<file path="config.mk">
export PLATFORM = sky130hd
export DESIGN_NAME = bcm_sched
export DESIGN_NICKNAME = d
export VERILOG_FILES = /design/src/rtl/bcm_pkg.sv /design/src/rtl/bcm.sv /design/src/rtl/bcm_sched_rr_arb.sv /design/src/rtl/bcm_sched.sv
export SDC_FILE = /design/constraint.sdc
export NUM_CORES = 1
export LEC_CHECK = 0
export ABC_AREA = 0
export CAP_MARGIN = 20
export CORE_MARGIN = 2
export CORE_UTILIZATION = 40
export CTS_CLUSTER_DIAMETER = 200
export CTS_CLUSTER_SIZE = 20
export DETAILED_ROUTE_END_ITERATION = 10
export GPL_ROUTABILITY_DRIVEN = 1
export PLACE_DENSITY = 0.77
export SYNTH_ARGS = -nofsm -noshare
export SYNTH_HDL_FRONTEND = slang
export SYNTH_SLANG_ARGS = --single-unit
</file>
<file path="constraint.sdc">
create_clock -name clk -period 3.5 [get_ports clk]
set_input_delay 0.875 -clock clk [delete_from_list [all_inputs] [get_ports clk]]
set_output_delay 0.875 -clock clk [all_outputs]
set_load 0.03 [all_outputs]
</file>
<file path="src/rtl/bcm_pkg.sv">
// Shared types and helpers for the bcm code-mapping lookup and its scheduler.
// Latency: n/a (package only).
// Backpressure: n/a (package only).
package bcm_pkg;

  // Occupancy of the scheduler's single response register.
  typedef enum logic {
    EMPTY = 1'b0,
    FULL  = 1'b1
  } state_t;

  localparam int BCM_DW = 3;  // lookup input code width
  localparam int BCM_OW = 2;  // lookup result width

  // Reference form of the 3-bit to 2-bit mapping table.
  function automatic logic [BCM_OW-1:0] bcm_map(input logic [BCM_DW-1:0] d);
    logic [BCM_OW-1:0] o;
    case (d)
      3'd0:    o = 2'b01;
      3'd1:    o = 2'b11;
      3'd2:    o = 2'b00;
      3'd3:    o = 2'b10;
      3'd4:    o = 2'b01;
      3'd5:    o = 2'b10;
      3'd6:    o = 2'b11;
      default: o = 2'b01;
    endcase
    return o;
  endfunction

endpackage

</file>
<file path="src/rtl/bcm.sv">
// Purpose: 3-bit to 2-bit code-mapping lookup shared by all requesters.
// Latency: purely combinational, zero cycles.
// Backpressure: none; the result follows the input code directly.
module bcm
  import bcm_pkg::*;
(
  input  logic [BCM_DW-1:0] d,
  output logic [BCM_OW-1:0] o
);

  // Fixed mapping table.
  always_comb begin
    o = 2'b01;
    case (d)
      3'd0:    o = 2'b01;
      3'd1:    o = 2'b11;
      3'd2:    o = 2'b00;
      3'd3:    o = 2'b10;
      3'd4:    o = 2'b01;
      3'd5:    o = 2'b10;
      3'd6:    o = 2'b11;
      3'd7:    o = 2'b01;
      default: o = 2'b01;
    endcase
  end

endmodule

</file>
<file path="src/rtl/bcm_sched_rr_arb.sv">
// Purpose: round-robin pick of the first set request at or after ptr, wrapping N-1 -> 0.
// Latency: combinational, zero cycles.
// Backpressure: none; the caller gates the grant with its own enable.
module rr_arb #(
  parameter int N   = 4,
  parameter int IDW = $clog2(N)
) (
  input  logic [N-1:0]   req,
  input  logic [IDW-1:0] ptr,
  output logic [N-1:0]   gnt,
  output logic [IDW-1:0] gnt_idx
);

  logic           found;
  logic [IDW:0]   sum;
  logic [IDW-1:0] idx;

  // Search ascending from ptr; the wrap is done against N explicitly so a
  // non-power-of-two N never relies on IDW overflow.
  always_comb begin
    found   = 1'b0;
    gnt_idx = '0;
    sum     = '0;
    idx     = '0;
    for (int k = 0; k < N; k++) begin
      sum = {1'b0, ptr} + (IDW+1)'(k);
      if (sum >= (IDW+1)'(N)) begin
        sum = sum - (IDW+1)'(N);
      end
      idx = sum[IDW-1:0];
      if (!found && req[idx]) begin
        found   = 1'b1;
        gnt_idx = idx;
      end
    end
  end

  // Expand the winner to one-hot; all zeros when nothing is requesting.
  always_comb begin
    gnt = '0;
    for (int i = 0; i < N; i++) begin
      gnt[i] = found && (gnt_idx == IDW'(i));
    end
  end

endmodule

</file>
<file path="src/rtl/bcm_sched.sv">
// Purpose: round-robin share of one bcm lookup among N requesters; BCM_SCHED_STATS_EN adds served/stall counters.
// Latency: 1 cycle from request accept to rsp_valid; 1 response per cycle sustained.
// Backpressure: rsp_ready low while full holds the response and drops every req_ready.
module bcm_sched
  import bcm_pkg::*;
#(
  parameter int N   = 4,
  parameter int IDW = $clog2(N)
) (
  input  logic                  clk,
  input  logic                  rst_n,
  input  logic [N-1:0]          req_valid,
  input  logic [BCM_DW*N-1:0]   req_d,
  output logic [N-1:0]          req_ready,
  output logic                  rsp_valid,
  input  logic                  rsp_ready,
  output logic [BCM_OW-1:0]     rsp_o,
  output logic [IDW-1:0]        rsp_id
`ifdef BCM_SCHED_STATS_EN
  ,
  output logic [15:0]           served_cnt,
  output logic [15:0]           stall_cnt
`endif
);

  state_t            state_q, state_d;
  logic [IDW-1:0]    ptr_q, ptr_d;
  logic [BCM_OW-1:0] rsp_o_q, rsp_o_d;
  logic [IDW-1:0]    rsp_id_q, rsp_id_d;

  logic              out_free;
  logic              xfer;
  logic [N-1:0]      gnt;
  logic [IDW-1:0]    gnt_idx;
  logic [BCM_DW-1:0] code_sel;
  logic [BCM_OW-1:0] map_o;

  // Arbitration looks only at the valids, so req_ready never depends on req_d.
  rr_arb #(
    .N   (N),
    .IDW (IDW)
  ) u_rr_arb (
    .req     (req_valid),
    .ptr     (ptr_q),
    .gnt     (gnt),
    .gnt_idx (gnt_idx)
  );

  // Grant only when the response register is free or being drained this cycle.
  always_comb begin
    req_ready = out_free ? gnt : '0;
    xfer      = |(req_valid & req_ready);
  end

  // Route the granted requester's code to the single lookup.
  always_comb begin
    code_sel = '0;
    for (int i = 0; i < N; i++) begin
      if (gnt[i]) begin
        code_sel = req_d[BCM_DW*i +: BCM_DW];
      end
    end
  end

  bcm u_bcm (
    .d (code_sel),
    .o (map_o)
  );

  // FSM state register.
  always_ff @(posedge clk) begin
    if (!rst_n) begin
      state_q <= EMPTY;
    end else begin
      state_q <= state_d;
    end
  end

  // FSM next state: a transfer always fills; a drain without a transfer empties.
  always_comb begin
    state_d = state_q;
    case (state_q)
      EMPTY: begin
        if (xfer) begin
          state_d = FULL;
        end
      end
      FULL: begin
        if (xfer) begin
          state_d = FULL;
        end else if (rsp_ready) begin
          state_d = EMPTY;
        end
      end
      default: state_d = EMPTY;
    endcase
  end

  // FSM outputs: grant enable and response valid.
  always_comb begin
    out_free  = (state_q == EMPTY) || ((state_q == FULL) && rsp_ready);
    rsp_valid = (state_q == FULL);
  end

  // Datapath next state: result, id and pointer change only on a transfer.
  always_comb begin
    rsp_o_d  = rsp_o_q;
    rsp_id_d = rsp_id_q;
    ptr_d    = ptr_q;
    if (xfer) begin
      rsp_o_d  = map_o;
      rsp_id_d = gnt_idx;
      ptr_d    = (gnt_idx == IDW'(N-1)) ? '0 : gnt_idx + IDW'(1);
    end
  end

  // Datapath registers.
  always_ff @(posedge clk) begin
    if (!rst_n) begin
      rsp_o_q  <= '0;
      rsp_id_q <= '0;
      ptr_q    <= '0;
    end else begin
      rsp_o_q  <= rsp_o_d;
      rsp_id_q <= rsp_id_d;
      ptr_q    <= ptr_d;
    end
  end

  assign rsp_o  = rsp_o_q;
  assign rsp_id = rsp_id_q;

`ifdef BCM_SCHED_STATS_EN
  logic [15:0] served_q, served_d;
  logic [15:0] stall_q, stall_d;

  // Served count wraps; stall count saturates so a long stall stays visible.
  always_comb begin
    served_d = served_q;
    stall_d  = stall_q;
    if (xfer) begin
      served_d = served_q + 16'd1;
    end
    if ((state_q == FULL) && !rsp_ready && (stall_q != 16'hFFFF)) begin
      stall_d = stall_q + 16'd1;
    end
  end

  // Statistics registers.
  always_ff @(posedge clk) begin
    if (!rst_n) begin
      served_q <= '0;
      stall_q  <= '0;
    end else begin
      served_q <= served_d;
      stall_q  <= stall_d;
    end
  end

  assign served_cnt = served_q;
  assign stall_cnt  = stall_q;
`endif

endmodule

</file>
# ---- Word-level counts from Yosys, hierarchy flattened
# Memory sizes are Yosys's and may differ from the RTL's. A register that Yosys moved wholly into a read port is not among the register bits.
# Cells that the tools add are included.
dict set report word_totals {
  n_memories 1
  reg_bits 5
  word_cells 70
  romBits 16
  out_inout_bits 9
}
# memory depth width rd rd_clocked_by_memory_dff wr line_no
set memory_table {}
lappend memory_table {{(no name shown)} 8 2 1 1 0 bcm.sv:14} ;# case (d)
dict set report op_classes {
  reduce_logical 15
  magnitude_cmp 8
  add_sub_neg 8
  n_mux 30
  n_bitwise 2
  eq_ne 3
}
# cell count
set op_table {}
lappend op_table {{2-to-1 mux 2 bit} 9}
lappend op_table {{less-than comparator 2 x 3 -> 1 bit, second input constant} 4}
lappend op_table {{2-to-1 mux 3 bit} 4}
lappend op_table {{2-to-1 mux 1 bit} 11}
lappend op_table {{>= comparator 3 bit, second input constant} 3}
lappend op_table {{binary-select mux 1 bit (select 2 bit)} 4}
lappend op_table {{logical AND 1 bit} 8}
lappend op_table {{subtractor 2 x 1 -> 2 bit, second input constant} 4}
lappend op_table {{adder 2 x 2 -> 3 bit, second input constant} 2}
lappend op_table {{bitwise AND 4 bit} 1}
lappend op_table {{equality test 2 bit, second input constant} 2}
lappend op_table {{logical NOT 1 bit} 4}
lappend op_table {{2-to-1 mux 4 bit} 1}
lappend op_table {{OR reduction 4 bit} 1}
lappend op_table {{adder 2 x 1 -> 3 bit, second input constant} 1}
lappend op_table {{>= comparator 2 x 3 -> 1 bit, second input constant} 1}
lappend op_table {{adder 2 x 1 -> 2 bit, second input constant} 1}
lappend op_table {{equality test 2 x 1 -> 1 bit, second input constant} 1}
lappend op_table {{logical NOT 2 bit} 1}
lappend op_table {{case mux 1 bit (2 select lines)} 1}
lappend op_table {{logical OR 1 bit} 1}
lappend op_table {{inverter 1 bit} 1}

# ---- Depth between registers and ports, before layout
# Gate-level depths: netlist (run 1).
dict set report logic_depth {
  word_depth 21
  mapped_depth 13
  depth_no_buf 13
}

# ---- By module
# Synthesis (run 1) repeated with hierarchy kept, for this count alone.
dict set report hier_totals {
  hier_cells 86
  hier_area_um2 690.7
}
# module area_each_um2 n_inst cells_per_inst
set by_module_without_submodules {}
lappend by_module_without_submodules {bcm_sched 457.9 1 50}
lappend by_module_without_submodules {rr_arb 197.7 1 31}
lappend by_module_without_submodules {bcm 35.0 1 5}

# ---- Least setup slack after synthesis (run 1)
# OpenSTA, ideal clock, no wires.
dict set report synth_path {
  kind {input port to flip-flop}
  startpoint {input port req_valid[1]}
  endpoint {register rsp_o_q[1] (netlist: rsp_o[1])}
  arrival_time_ns 2.879
  stages 12
  t_required_ns 3.440
  n_path_buf 0
  path_slack_ns 0.560
  path_cell_list {inv_1 > a221o_1 > a21oi_2 > inv_1 > ha_1 > a21oi_1 > o21ai_0 > a22oi_1 > nor2_1 > ha_1 > o31ai_1 > o221a_1}
}
dict set report synth_via {
  elab_chain_len 18
  elab_cells_between_ends 37
  classes_between {3 x eq/ne; 21 x mux; 1 x bitwise; 12 x reduce/logical}
}
# item line_no
set synth_rtl {}
lappend synth_rtl {{start, declared} bcm_sched.sv:12} ;# input logic [N-1:0] req_valid,
lappend synth_rtl {{binary-select mux 1 bit (select 2 bit)} bcm_sched_rr_arb.sv:31} ;# if (!found && req[idx]) begin
lappend synth_rtl {{2-to-1 mux 1 bit (implied by the code)} bcm_sched_rr_arb.sv:31}
lappend synth_rtl {{2-to-1 mux 1 bit} bcm_sched_rr_arb.sv:31}
lappend synth_rtl {{logical NOT 1 bit} bcm_sched_rr_arb.sv:31}
lappend synth_rtl {{logical AND 1 bit} bcm_sched_rr_arb.sv:31}
lappend synth_rtl {{2-to-1 mux 1 bit} bcm_sched_rr_arb.sv:31}
lappend synth_rtl {{logical NOT 1 bit} bcm_sched_rr_arb.sv:31}
lappend synth_rtl {{logical AND 1 bit} bcm_sched_rr_arb.sv:31}
lappend synth_rtl {{2-to-1 mux 1 bit} bcm_sched_rr_arb.sv:31}
lappend synth_rtl {{logical NOT 1 bit} bcm_sched_rr_arb.sv:31}
lappend synth_rtl {{logical AND 1 bit} bcm_sched_rr_arb.sv:31}
lappend synth_rtl {{2-to-1 mux 2 bit (*)} bcm_sched_rr_arb.sv:31}
lappend synth_rtl {{via gnt_idx[0]} bcm_sched.sv:34} ;# logic [IDW-1:0] gnt_idx;
lappend synth_rtl {{logical NOT 2 bit} bcm_sched_rr_arb.sv:42} ;# gnt[i] = found && (gnt_idx == IDW'(i));
lappend synth_rtl {{logical AND 1 bit} bcm_sched_rr_arb.sv:42}
lappend synth_rtl {{2-to-1 mux 3 bit (4 in series)} bcm_sched.sv:59} ;# if (gnt[i]) begin
lappend synth_rtl {{end, declared} bcm_sched.sv:28} ;# logic [BCM_OW-1:0] rsp_o_q, rsp_o_d;
# Mark *: on every way through the listed nets, which the timed path passes. The rest lies on a longest branch. The select of a mux whose other input is x is not followed.
# A chain may end at the register's enable or synchronous reset.

# ---- Worst setup path after layout (run 1)
dict set report layout_path {
  startpoint {input port req_valid[1]}
  endpoint {output port req_ready[1]}
}
dict set report layout_via {
  elab_chain_len 15
  elab_cells_between_ends 25
  classes_between {1 x eq/ne; 17 x mux; 7 x reduce/logical}
}
# item line_no
set layout_rtl {}
lappend layout_rtl {{binary-select mux 1 bit (select 2 bit)} bcm_sched_rr_arb.sv:31}
lappend layout_rtl {{2-to-1 mux 1 bit (implied by the code)} bcm_sched_rr_arb.sv:31}
lappend layout_rtl {{2-to-1 mux 1 bit} bcm_sched_rr_arb.sv:31}
lappend layout_rtl {{logical NOT 1 bit} bcm_sched_rr_arb.sv:31}
lappend layout_rtl {{logical AND 1 bit} bcm_sched_rr_arb.sv:31}
lappend layout_rtl {{2-to-1 mux 1 bit} bcm_sched_rr_arb.sv:31}
lappend layout_rtl {{logical NOT 1 bit} bcm_sched_rr_arb.sv:31}
lappend layout_rtl {{logical AND 1 bit} bcm_sched_rr_arb.sv:31}
lappend layout_rtl {{2-to-1 mux 1 bit} bcm_sched_rr_arb.sv:31}
lappend layout_rtl {{logical NOT 1 bit} bcm_sched_rr_arb.sv:31}
lappend layout_rtl {{logical AND 1 bit} bcm_sched_rr_arb.sv:31}
lappend layout_rtl {{2-to-1 mux 2 bit (*)} bcm_sched_rr_arb.sv:31}
lappend layout_rtl {{via gnt_idx[1]} bcm_sched.sv:34}
lappend layout_rtl {{equality test 2 x 1 -> 1 bit (*)} bcm_sched_rr_arb.sv:42}
lappend layout_rtl {{logical AND 1 bit (*)} bcm_sched_rr_arb.sv:42}
lappend layout_rtl {{2-to-1 mux 4 bit (*)} bcm_sched.sv:51} ;# req_ready = out_free ? gnt : '0;
lappend layout_rtl {{end, declared} bcm_sched.sv:14} ;# output logic [N-1:0] req_ready,
# Marked as above.

==> results.md, run 1 <==
- H-tree levels: 1
- RSZ-0062 raised after global routing: true
- Post-DP HPWL: 1.312 mm
- WHS Path Cells: 2
- Leakage: 0.0005171 uW
- Relative slew margins: 0.6775
- Hold endpoint: rsp_o[0]
- Die H: 43.90 um
- Initial core utilization: 0.4228
- Sequential power share: 0.183
- Worst Path Max Fanout: 8
- Fin nets: roughly 160
- GPL Wtd Cong: 0.7976
- Sequential area share after synthesis: 0.2200
- Initial antenna violation count: 0
- CTS Hold Buffers Added: 0
- Root Driver: clkbuf_4
- Post-DR vias/cell: between 4 and 5
- Async S/R FF share, synth: 0
- HP Class: reg -> reg
- Clock sink count: 7
- Switching power: 289.8 uW
- Hold wc startpoint: rsp_o[0]
- Top FF cell, synth: dfxtp_1
- Die area: 0.001927 mm^2
- PD cells: roughly 610 mW/mm^2
- Fillers: 113
- Required time of the critical path: 2620 ps
- Maximum VDD drop: 0.3808 mV
- Share of cells above drive strength 1: 0.3077
- R2R Path End: rsp_o[1]
- First-pass GRT wire length: 2.739 mm
- Fin worst setup slack: 47.78 ps
- CTS buffer count: 3
- Clock latency on the worst-skew pair: approximately 250 ps
- Vias in the first global route: 699
- Post-synth EDFFs: 0
- Vias: ~730
- CTS tree: yes
- Largest net degree at the start of global routing: 11
- Min cycle time layout: 3452 ps
- # DRC: 0
- Antenna cell count: 0
- R2R Setup Slk: 920 ps
- Synth area leaders: dfxtp_1 22%, ha_1 9.8%, nand2_1 5.9%
- Share of the synthesized area in the top cell type: 0.2200
- Synth Cell Area: approximately 640 um^2
- Placed Area: 0.001052 mm^2
- Iter 0 DRT Violations: 11
- Netlist cell types: 30
- Status: finished clean
- Post-Layout Cell Count: 146
- Area grow syn2layout: 76.42%
- Clock Power Share: 0.108
- Pre-CTS setup slack: -331.0 ps
- Grt ovf: 0
- R2R cell count: 13
- I/O Pins: 28
- Pre-antenna DRT Iters: 4
- Avg WL per Cell: 11.58 um
- Syn Area/Cell: between 8 and 9 um^2
- Hold WS: 498.6 ps
- Cell count after synthesis: 79
- Total Wirelength: between 1.5 and 2 mm
- CORE AREA: 0.001506 mm^2
- Synth area leader: dfxtp_1
- Crit path capture type: output pin
- Final setup violation count: 0
- Total GRT Usage: 0.1876
- Post-synth top cells: 10 x nand2_1, 9 x inv_1, 7 x a21oi_1, 7 x dfxtp_1
- Clock Path Buffers: 2
- Critical Path Source Type: input port
- Routed Antenna Nets: 0
- Fin area: between 0.001 and 0.0015 mm^2
- Port Buffers: 27
- Yosys warns: 0
- Final Max Slew Viols: 0
- Row cnt: 14
- Fmax: between 200 and 300 MHz
- Switching Share: 0.4225
- Yosys reg bits: 7
- Final Cycle Share: 0.9863
- Max-Cap Viols: 0
- Setup Skew: between 10 and 15 ps
- Reg clk slew, reported paths: 60 ps
- Syn_nets: about 100
- Cells after DPL: roughly 140
- DIE WIDTH: 43.90 um
- CP Class: in -> out
- Internal power: 396.1 uW
- Comb power frac: 0.709
- Fin. Hold Viols: 0
- Most numerous cell in the Yosys netlist: nand2_1
- Reg-to-reg startpoint: ptr_q[0]
- Critical Path AT: 2580 ps
- Worst-Margin Slew: roughly 480 ps
kinds of logic after synthesis:
kind of cell	after synthesis	synth area share
flops	7	0.2200
compound gates	26	0.3163
mux	3	0.04715
simple gates	28	0.2574
fa+ha+maj	5	0.09823
buf+inv	10	0.06089
layout make-up:
class	instances	area, um^2	area share
timing repair buffer	48	425.4	0.3786
clock buffer	4	26.28	0.02339
sequential	7	140.1	0.1247
inverter	9	33.78	0.03007
multi-input combinational	62	478.0	0.4254
tap	16	20.02	0.01782
cell usage in the layout (no fill, tap or decap), types with 2 or more instances in the layout:
| cell type | netlist | final |
|---|---|---|
| a21oi_1 | 7 | 5 |
| a21oi_2 | 1 | 3 |
| a22oi_1 | 2 | 2 |
| and2_2 | 4 | 4 |
| buf_4 | 0 | 22 |
| buf_6 | 0 | 2 |
| clkbuf_4 | 0 | 3 |
| clkdlybuf4s50_1 | 0 | 22 |
| dfxtp_1 | 7 | 7 |
| ha_1 | 5 | 4 |
| inv_1 | 9 | 9 |
| mux2i_1 | 3 | 3 |
| nand2_1 | 10 | 10 |
| nor2_1 | 3 | 3 |
| nor2b_1 | 4 | 4 |
| o21ai_0 | 5 | 4 |
| o31ai_1 | 2 | 2 |
through the flow:
step | utilization | setup TNS (ps) | total power (uW)
2_1_floorplan | - | 0 | 410.1
3_3_place_gp | 0.6985 | -906.2 | 578.8
3_5_place_dp | 0.6985 | -1065 | 590.7
4_1_cts | 0.7317 | 0 | 674.9
5_1_grt | 0.7458 | -28.36 | 744.5
6_report | 0.7458 | 0 | 686.0
critical path, stage by stage:
cell	delay [ps]
clkdlybuf4s50_1	420
buf_4	150
a21oi_2	100
o21ai_1	80
a21oi_2	220
inv_1	90
buf_4	150
ha_4	170
and2_2	160
buf_4	160
power by group through the flow:
stage	logic [uW]	registers, uW	clock network (uW)
finish	487	126	73.8
global route	532	130	82.4
CTS	475	125	74.9
detailed placement	463	127	0
global placement	453	126	0
floorplan	248	162	0
registers in the layout, summed over array words and instances (netlist names):
register   cells
rsp_o          2
rsp_valid      1
ptr_q          2
rsp_id         2
metal layers:
layer / vias to the layer above / share of wire / global-route usage / wire length, um
met5: - / 0 / 0 / 0
met2: 17 / 0.49 / 0.3441 / 834
met3: 0 / 0.057 / 0.06250 / 97
met4: 0 / 0 / 0.02424 / 0
met1: 326 / 0.45 / 0.2136 / 759
li1: 383 / - / - / -
worst max path at each step:
stage                 start            to  slack [ps]  depth (start not counted)
2_1_floorplan  req_valid[1]      rsp_o[1]         560                         12
3_3_place_gp   req_valid[1]  req_ready[0]        -320                          9
3_5_place_dp   req_valid[1]  req_ready[0]        -330                          9
4_1_cts        req_valid[1]  req_ready[2]           6                          8
5_1_grt        req_valid[1]  req_ready[1]         -20                         10
6_report       req_valid[1]  req_ready[1]          50                         10
timing repair:
| item | in CTS | in global routing |
|---|---|---|
| resized for setup | 8 | 12 |
| setup buffers | 2 | 1 |
| endpoints found under the setup margin | 3 | 5 |
| pin swaps | 1 | 1 |
Note: power is estimated with default switching activity, not from simulation.
==> run 2, diff against run 1 <==
--- a/config.mk
+++ b/config.mk
@@ -9,11 +9,12 @@
 export CAP_MARGIN = 20
 export CORE_MARGIN = 2
 export CORE_UTILIZATION = 40
-export CTS_CLUSTER_DIAMETER = 200
+export CTS_CLUSTER_DIAMETER = 100
 export CTS_CLUSTER_SIZE = 20
 export DETAILED_ROUTE_END_ITERATION = 10
 export GPL_ROUTABILITY_DRIVEN = 1
 export PLACE_DENSITY = 0.77
+export SLEW_MARGIN = 20
 export SYNTH_ARGS = -nofsm -noshare
 export SYNTH_HDL_FRONTEND = slang
 export SYNTH_SLANG_ARGS = --single-unit
==> results of run 2 <==
No change in the layout: final DEF, timing and power equal those of run 1.
